--- config.mk ---
export PLATFORM = sky130hd
export DESIGN_NAME = reorder_buffer_flat
export DESIGN_NICKNAME = d
export VERILOG_FILES = /design/src/rtl/reorder_buffer_pkg.sv /design/src/rtl/reorder_buffer_if.sv /design/src/rtl/reorder_buffer_entry_array.sv /design/src/rtl/reorder_buffer.sv /design/src/flat_wrapper.sv
export SDC_FILE = /design/constraint.sdc
export NUM_CORES = 2
export LEC_CHECK = 0
export BUFFER_PORTS_ARGS = -buffer_cell sky130_fd_sc_hd__clkbuf_2
export CORE_ASPECT_RATIO = 0.6
export CORE_MARGIN = 2
export CORE_UTILIZATION = 50
export CTS_CLUSTER_DIAMETER = 30
export CTS_CLUSTER_SIZE = 24
export DETAILED_ROUTE_END_ITERATION = 7
export PLACE_DENSITY = 0.82
export SYNTH_ARGS = -nofsm -noshare
export SYNTH_HDL_FRONTEND = slang
export SYNTH_SLANG_ARGS = --single-unit
--- constraint.sdc ---
create_clock -name clk -period 4.5 [get_ports clk]
set_input_delay 0.9 -clock clk [delete_from_list [all_inputs] [get_ports clk]]
set_output_delay 0.9 -clock clk [all_outputs]
set_load 0.005 [all_outputs]
--- src/rtl/reorder_buffer_pkg.sv ---
// Shared types and constants for the reorder buffer and its dispatch/retire neighbours.
package reorder_buffer_pkg;

  localparam int unsigned ROB_DEPTH = 16;
  localparam int unsigned ROB_PTR_W = 4;

  localparam logic [1:0] FU_ALU0 = 2'b00;
  localparam logic [1:0] FU_ALU1 = 2'b01;
  localparam logic [1:0] FU_MEM  = 2'b10;

  typedef struct packed {
    logic RegWrite;
    logic MemWrite;
    logic MemRead;
    logic Branch;
  } controlStruct;

  typedef struct packed {
    logic                 valid1;
    logic [ROB_PTR_W-1:0] robNum1;
    logic [31:0]          pc1;
    logic [5:0]           destReg1;
    logic [5:0]           destRegOld1;
    controlStruct         control1;
    logic                 valid2;
    logic [ROB_PTR_W-1:0] robNum2;
    logic [31:0]          pc2;
    logic [5:0]           destReg2;
    logic [5:0]           destRegOld2;
    controlStruct         control2;
  } robDispatchStruct;

  typedef struct packed {
    logic [31:0]  pc;
    logic [5:0]   destReg;
    logic [5:0]   destRegOld;
    controlStruct control;
  } robEntryStruct;

  typedef struct packed {
    logic         valid;
    logic [31:0]  pc;
    logic [5:0]   destReg;
    logic [5:0]   destRegOld;
    controlStruct control;
  } robRetireStruct;

endpackage

--- src/rtl/reorder_buffer_if.sv ---
// Dispatch, completion and retire bundle between the core and the reorder buffer.
interface reorder_buffer_if
  import reorder_buffer_pkg::*;
#(
  parameter int unsigned NUM_CMPL = 3,
  parameter int unsigned PTR_W    = ROB_PTR_W
) ();

  robDispatchStruct                   robDispatch;
  logic [NUM_CMPL-1:0]                cmpl_valid;
  logic [NUM_CMPL-1:0][PTR_W-1:0]     cmpl_robNum;
  robRetireStruct [1:0]               retire;
  logic [1:0]                         free_valid;
  logic                               rob_full;
  logic                               rob_empty;
  logic                               rob_err;

  modport master (
    output robDispatch, cmpl_valid, cmpl_robNum,
    input  retire, free_valid, rob_full, rob_empty, rob_err
  );

  modport slave (
    input  robDispatch, cmpl_valid, cmpl_robNum,
    output retire, free_valid, rob_full, rob_empty, rob_err
  );

endinterface

--- src/rtl/reorder_buffer_entry_array.sv ---
// ROB entry storage: payload registers plus per-entry valid/done tracking.
module reorder_buffer_entry_array
  import reorder_buffer_pkg::*;
#(
  parameter int unsigned DEPTH    = ROB_DEPTH,
  parameter int unsigned PTR_W    = ROB_PTR_W,
  parameter int unsigned NUM_CMPL = 3
) (
  input  logic                           clk,
  input  logic                           reset,
  input  logic [1:0]                     wr_en,
  input  logic [1:0][PTR_W-1:0]          wr_idx,
  input  robEntryStruct [1:0]            wr_data,
  input  logic [NUM_CMPL-1:0]            cmpl_valid,
  input  logic [NUM_CMPL-1:0][PTR_W-1:0] cmpl_idx,
  input  logic [1:0]                     clr_en,
  input  logic [1:0][PTR_W-1:0]          clr_idx,
  input  logic [1:0][PTR_W-1:0]          rd_idx,
  output logic [DEPTH-1:0]               valid,
  output logic [DEPTH-1:0]               done,
  output robEntryStruct [1:0]            rd_data
);

  logic [DEPTH-1:0] valid_q, valid_d;
  logic [DEPTH-1:0] done_q, done_d;
  robEntryStruct    entry_q [DEPTH];

  // Later updates override earlier ones: completion, then retire clear, then dispatch write.
  always_comb begin
    valid_d = valid_q;
    done_d  = done_q;
    for (int i = 0; i < int'(NUM_CMPL); i++) begin
      if (cmpl_valid[i] && valid_q[cmpl_idx[i]]) done_d[cmpl_idx[i]] = 1'b1;
    end
    for (int i = 0; i < 2; i++) begin
      if (clr_en[i]) begin
        valid_d[clr_idx[i]] = 1'b0;
        done_d[clr_idx[i]]  = 1'b0;
      end
    end
    for (int i = 0; i < 2; i++) begin
      if (wr_en[i]) begin
        valid_d[wr_idx[i]] = 1'b1;
        done_d[wr_idx[i]]  = 1'b0;
      end
    end
  end

  always_ff @(posedge clk) begin
    if (reset) begin
      valid_q <= '0;
      done_q  <= '0;
    end else begin
      valid_q <= valid_d;
      done_q  <= done_d;
    end
  end

  always_ff @(posedge clk) begin
    if (!reset) begin
      for (int i = 0; i < 2; i++) begin
        if (wr_en[i]) entry_q[wr_idx[i]] <= wr_data[i];
      end
    end
  end

  always_comb begin
    valid = valid_q;
    done  = done_q;
    for (int i = 0; i < 2; i++) rd_data[i] = entry_q[rd_idx[i]];
  end

endmodule

--- src/rtl/reorder_buffer.sv ---
// 2-wide in-order retirement buffer: head/tail pointers, retire selection and status flags.
module reorder_buffer
  import reorder_buffer_pkg::*;
#(
  parameter int unsigned DEPTH    = ROB_DEPTH,
  parameter int unsigned PTR_W    = ROB_PTR_W,
  parameter int unsigned NUM_CMPL = 3
) (
  input logic              clk,
  input logic              reset,
  reorder_buffer_if.slave  bus
);

  localparam logic [PTR_W:0] FullThresh = (PTR_W+1)'(DEPTH - 1);

  logic [PTR_W-1:0]    head_q, head_d, tail_q, tail_d;
  logic [PTR_W-1:0]    head1, tail1, slot2_idx;
  logic [PTR_W:0]      count_q, count_d, num_disp, num_ret;
  logic                rob_full_q, rob_empty_q, rob_err_q, err_d;
  logic [1:0]          fire;
  logic [DEPTH-1:0]    valid, done;
  robEntryStruct [1:0] wr_data, head_data;
  robDispatchStruct    disp;

  assign disp = bus.robDispatch;

  always_comb begin
    head1     = head_q + PTR_W'(1);
    tail1     = tail_q + PTR_W'(1);
    slot2_idx = disp.valid1 ? tail1 : tail_q;
    // Retire sees registered done only, so a same-cycle completion retires next cycle.
    fire[0]   = valid[head_q] & done[head_q];
    fire[1]   = fire[0] & valid[head1] & done[head1];
    num_disp  = (PTR_W+1)'(disp.valid1) + (PTR_W+1)'(disp.valid2);
    num_ret   = (PTR_W+1)'(fire[0]) + (PTR_W+1)'(fire[1]);
    head_d    = head_q + num_ret[PTR_W-1:0];
    tail_d    = tail_q + num_disp[PTR_W-1:0];
    count_d   = count_q + num_disp - num_ret;
    err_d     = rob_err_q;
    if (disp.valid1 && (disp.robNum1 != tail_q || valid[tail_q])) err_d = 1'b1;
    if (disp.valid2 && (disp.robNum2 != slot2_idx || valid[slot2_idx])) err_d = 1'b1;
    if ((disp.valid1 || disp.valid2) && rob_full_q) err_d = 1'b1;
    for (int i = 0; i < int'(NUM_CMPL); i++) begin
      if (bus.cmpl_valid[i] && !valid[bus.cmpl_robNum[i]]) err_d = 1'b1;
    end
  end

  always_comb begin
    wr_data[0] = '{pc: disp.pc1, destReg: disp.destReg1, destRegOld: disp.destRegOld1,
                   control: disp.control1};
    wr_data[1] = '{pc: disp.pc2, destReg: disp.destReg2, destRegOld: disp.destRegOld2,
                   control: disp.control2};
  end

  reorder_buffer_entry_array #(
    .DEPTH    (DEPTH),
    .PTR_W    (PTR_W),
    .NUM_CMPL (NUM_CMPL)
  ) u_entries (
    .clk        (clk),
    .reset      (reset),
    .wr_en      ({disp.valid2, disp.valid1}),
    .wr_idx     ({slot2_idx, tail_q}),
    .wr_data    (wr_data),
    .cmpl_valid (bus.cmpl_valid),
    .cmpl_idx   (bus.cmpl_robNum),
    .clr_en     (fire),
    .clr_idx    ({head1, head_q}),
    .rd_idx     ({head1, head_q}),
    .valid      (valid),
    .done       (done),
    .rd_data    (head_data)
  );

  always_comb begin
    for (int i = 0; i < 2; i++) begin
      bus.retire[i] = '0;
      if (fire[i]) begin
        bus.retire[i] = '{valid: 1'b1, pc: head_data[i].pc, destReg: head_data[i].destReg,
                          destRegOld: head_data[i].destRegOld,
                          control: head_data[i].control};
      end
      bus.free_valid[i] = bus.retire[i].valid & bus.retire[i].control.RegWrite &
                          ~bus.retire[i].control.MemWrite;
    end
    bus.rob_full  = rob_full_q;
    bus.rob_empty = rob_empty_q;
    bus.rob_err   = rob_err_q;
  end

  always_ff @(posedge clk) begin
    if (reset) begin
      head_q      <= '0;
      tail_q      <= '0;
      count_q     <= '0;
      rob_full_q  <= 1'b0;
      rob_empty_q <= 1'b1;
      rob_err_q   <= 1'b0;
    end else begin
      head_q      <= head_d;
      tail_q      <= tail_d;
      count_q     <= count_d;
      rob_full_q  <= (count_d >= FullThresh);
      rob_empty_q <= (count_d == '0);
      rob_err_q   <= err_d;
    end
  end

endmodule

--- src/flat_wrapper.sv ---
// flat-port wrapper written by rule: the top's interface ports become plain ports
module reorder_buffer_flat import reorder_buffer_pkg::*;
#(
  parameter int unsigned DEPTH    = ROB_DEPTH,
  parameter int unsigned PTR_W    = ROB_PTR_W,
  parameter int unsigned NUM_CMPL = 3
)
  (clk, reset, bus_robDispatch, bus_cmpl_valid, bus_cmpl_robNum, bus_retire, bus_free_valid, bus_rob_full, bus_rob_empty, bus_rob_err);
  reorder_buffer_if #(.NUM_CMPL(NUM_CMPL), .PTR_W(PTR_W)) bus_i ();
  input logic clk;
  input logic reset;
  input wire logic [$bits(bus_i.robDispatch)-1:0] bus_robDispatch;
  input wire logic [$bits(bus_i.cmpl_valid)-1:0] bus_cmpl_valid;
  input wire logic [$bits(bus_i.cmpl_robNum)-1:0] bus_cmpl_robNum;
  output wire logic [$bits(bus_i.retire)-1:0] bus_retire;
  output wire logic [$bits(bus_i.free_valid)-1:0] bus_free_valid;
  output wire logic [$bits(bus_i.rob_full)-1:0] bus_rob_full;
  output wire logic [$bits(bus_i.rob_empty)-1:0] bus_rob_empty;
  output wire logic [$bits(bus_i.rob_err)-1:0] bus_rob_err;
  assign bus_i.robDispatch = bus_robDispatch;
  assign bus_i.cmpl_valid = bus_cmpl_valid;
  assign bus_i.cmpl_robNum = bus_cmpl_robNum;
  assign bus_retire = bus_i.retire;
  assign bus_free_valid = bus_i.free_valid;
  assign bus_rob_full = bus_i.rob_full;
  assign bus_rob_empty = bus_i.rob_empty;
  assign bus_rob_err = bus_i.rob_err;
  reorder_buffer #(.DEPTH(DEPTH), .PTR_W(PTR_W), .NUM_CMPL(NUM_CMPL)) u_core (.clk(clk), .reset(reset), .bus(bus_i));
endmodule
==> results.json <==
{
  "status": "completed",
  "transition_at_the_pin_with_the_smallest_max_transition_slack_ns": 1.06,
  "tritoncts_num_sinks": 816,
  "fmaxAchievable_ghz": 0.224,
  "area_growth_pct": 16.3,
  "async_reset_ff_share_pct": 0,
  "r2r_setup_slack_ns": 0.18,
  "highest-signal-layer": "met5",
  "final_net_count": 3299,
  "postPlaceCellArea_um2": 52100,
  "die_y_um": 247,
  "cts_htree_levels": 4,
  "critPathCapture": "bus_retire[53]",
  "design_area_um2": 57300,
  "synth_enable_flop_cells": 768,
  "worst_setup_hold_path_clk_slew_ns": 0.05,
  "wl_met1_mm": 58.2,
  "yosys.area.top_type": "sky130_fd_sc_hd__edfxtp_1",
  "detailedRoute.firstPassIterationCount": 6,
  "wirelength_mm": 160,
  "worst-path-max-fanout": 26,
  "post-route-drc-count": 0,
  "worst-endpoint-required_ns": 3.60,
  "fin_crit_sh_pct": 99.2,
  "met2RoutedLength_mm": 70.9,
  "dp_slack_ns": 0.185,
  "slew_viols_final": 0,
  "timing.critical_path.from_type": "flop",
  "crit_type": "flop to output port",
  "finalHoldViolCount": 0,
  "grt_pass1_vias": 32700,
  "wl_met3_mm": 25.2,
  "syn-instance-count": 2979,
  "grt_max_degree": 132,
  "grt_util_all_layers_pct": 31.6,
  "peakVddDrop_uv": 354,
  "cts_hold_buf": 0,
  "synth.distinct_cells": 68,
  "fin_worst_skew_ns": 0.0505,
  "floorplan.initialDensity_pct": 50.3,
  "routed_via_density": 7.19,
  "grt_pass1_wl_mm": 231,
  "die_extent_in_x_um": 409,
  "routabilityCongestion": 0.990,
  "coreArea_um2": 98000,
  "worst_setup_path_startpoint": "u_core.head_q[0]",
  "yosysWarnings": 0,
  "postSynthAreaPerCell_um2": 16.5,
  "route.detailed.wl_per_inst_um": 34.9,
  "synth.net_count": 3128,
  "final.setup.worst_slack_ns": 0.0356,
  "buffer_ports.inserted": 225,
  "yosys_register_bits": 816,
  "timing.final.crit_period_ns": 4.46,
  "layout.cells.most_common": "sky130_fd_sc_hd__edfxtp_1",
  "min-delay-path-class": "input pin to flop",
  "worstReg2RegStart": "u_core.head_q[0]",
  "max_cap_violations": 0,
  "yosys_top_cell_area_share_pct": 46.8,
  "route.antenna.remaining_nets": 0,
  "r2r_end": "u_core.bus.rob_empty",
  "cellLeakagePower_uw": 0.0188,
  "antenna_found_initial": 13,
  "max-clock-path-buffers": 3,
  "ioPinCount": 226,
  "worst_endpoint_data_arrival_time_ns": 3.56,
  "synth-main-ff-cell": "sky130_fd_sc_hd__edfxtp_1",
  "power.density_nw_per_um2": 376,
  "layout_common_cells": "sky130_fd_sc_hd__edfxtp_1, sky130_fd_sc_hd__mux2_2, sky130_fd_sc_hd__mux4_2, sky130_fd_sc_hd__clkbuf_2, sky130_fd_sc_hd__clkbuf_16",
  "place.detailed.hpwl_mm": 87.4,
  "globalRoute.totalOverflow": 0,
  "reg2reg_depth": 17,
  "clk_root_buffer_cell": "sky130_fd_sc_hd__clkbuf_16",
  "final_layout_size_suffix_gt1_share_pct": 58.0,
  "setup_viol": 0,
  "seq_area_frac_synth_pct": 48.8,
  "synth.cell_area_um2": 49300,
  "cts_buffers": 141,
  "crit_path_end_kind": "output port",
  "insertion_delay_ns": 0.77,
  "core.rowCount": 89,
  "initialDrtViolationCount": 5479,
  "tritoncts": "yes",
  "netlist_top_cells_area": "sky130_fd_sc_hd__edfxtp_1, sky130_fd_sc_hd__mux4_2, sky130_fd_sc_hd__mux2_2",
  "maxSlewHeadroom_pct": 29.1,
  "route.vias.total": 33000,
  "dieArea_um2": 101000
}
logic make-up (layout without fill, tap and decap cells):
family	Yosys count	after routing	share of synthesized area, %
AOI/OAI and AO/OA	127	127	1.87
xor gates and xnor gates	19	19	0.391
adders and majority gates	26	26	0.721
buffers and inverters	360	645	3.42
DFF	816	816	48.8
muxes	1292	1292	41.0
other	0	10	0
and+or+nand+nor	339	339	3.80
synth_stat cells, drive strengths merged (12+ instances only):
master and n:
mux2 769, edfxtp 768, mux4 506, buf 173
clkbuf 155, and2 100, nand2 72, dfxtp 48
nor2 46, inv 32, nor3 26, ha 22
a21oi 20, mux2i 17, nor2b 17, o22ai 17
nand2b 15, nand3 15, a31oi 12, and3 12
layout make-up:
| type | instances | area [um2] |
|---|---|---|
| antenna | 10 | 25.0 |
| clock inverter | 95 | 1070 |
| inverter | 32 | 135 |
| timing repair buffer | 356 | 2820 |
| fill | 7122 | 40700 |
| sequential | 816 | 24000 |
| tap | 1319 | 1650 |
| multi-input combinational | 1803 | 23800 |
| clock buffer | 162 | 3710 |
how the worst min path moves through the flow:
stage / startpoint / depth (start not counted) / endpoint / slack (ns)
after floorplan: u_core.u_entries.done[0] / 2 / u_core.u_entries.done[0] / 0.51
after global placement: u_core.u_entries.done[8] / 2 / u_core.u_entries.done[8] / 0.56
after detailed placement: u_core.u_entries.done[8] / 2 / u_core.u_entries.done[8] / 0.59
after CTS: reset / 2 / u_core.tail_q[1] / 0.49
after global routing: reset / 2 / u_core.tail_q[1] / 0.52
final: bus_cmpl_valid[2] / 3 / u_core.bus.rob_err / 0.54
state kept, by name, summed over array words and instances, names as in the netlist:
register                  flops
u_core.bus.rob_full           1
u_core.u_entries.done        16
u_core.u_entries.entry_q    768
u_core.count_q                5
u_core.bus.rob_err            1
u_core.u_entries.valid       16
u_core.head_q                 4
u_core.bus.rob_empty          1
u_core.tail_q                 4
per-layer routing:
layer	GRT usage, %	vias to the layer above
li1	-	12700
met1	43.9	16900
met2	45.3	3001
met3	11.2	442
met4	13.0	4
met5	0	-
power by group:
part,total [uW],switching [uW],internal [uW]
clock,10900,4100,6780
sequential,8700,120,8580
combinational,1970,1100,877
total,21500,5320,16200
metrics by stage:
stage	TNS, ns	std cells	utilization [%]	power, uW	hold slack [ns]
floorplan	0	2979	-	10100	0.511
global placement	0	4310	53.2	10700	0.562
detailed placement	0	4310	53.2	10700	0.585
CTS	0	4575	58.3	21500	0.493
global route	-0.0117	4590	58.5	22100	0.525
finish	0	4593	58.5	21500	0.538
critical path, stage by stage, from the launching register on:
cell and delay [ns]:
sky130_fd_sc_hd__dfxtp_4 0.45, sky130_fd_sc_hd__buf_4 0.31, sky130_fd_sc_hd__nand3_1 0.23, sky130_fd_sc_hd__or3_1 0.38
sky130_fd_sc_hd__o22ai_1 0.20, sky130_fd_sc_hd__a31o_1 0.21, sky130_fd_sc_hd__o21ai_4 0.09, sky130_fd_sc_hd__inv_6 0.16
sky130_fd_sc_hd__buf_8 0.32, sky130_fd_sc_hd__and2_1 0.29, sky130_fd_sc_hd__clkbuf_2 0.16
what timing repair did:
| item | in CTS | in global routing |
|---|---|---|
| setup endpoints to repair | 80 | 50 |
| resized for setup | 19 | 10 |
| setup buffers | 4 | 7 |
| pin swaps | 1 | 1 |
| gates cloned | 4 | 2 |
Power figures use the tool's default switching activity.
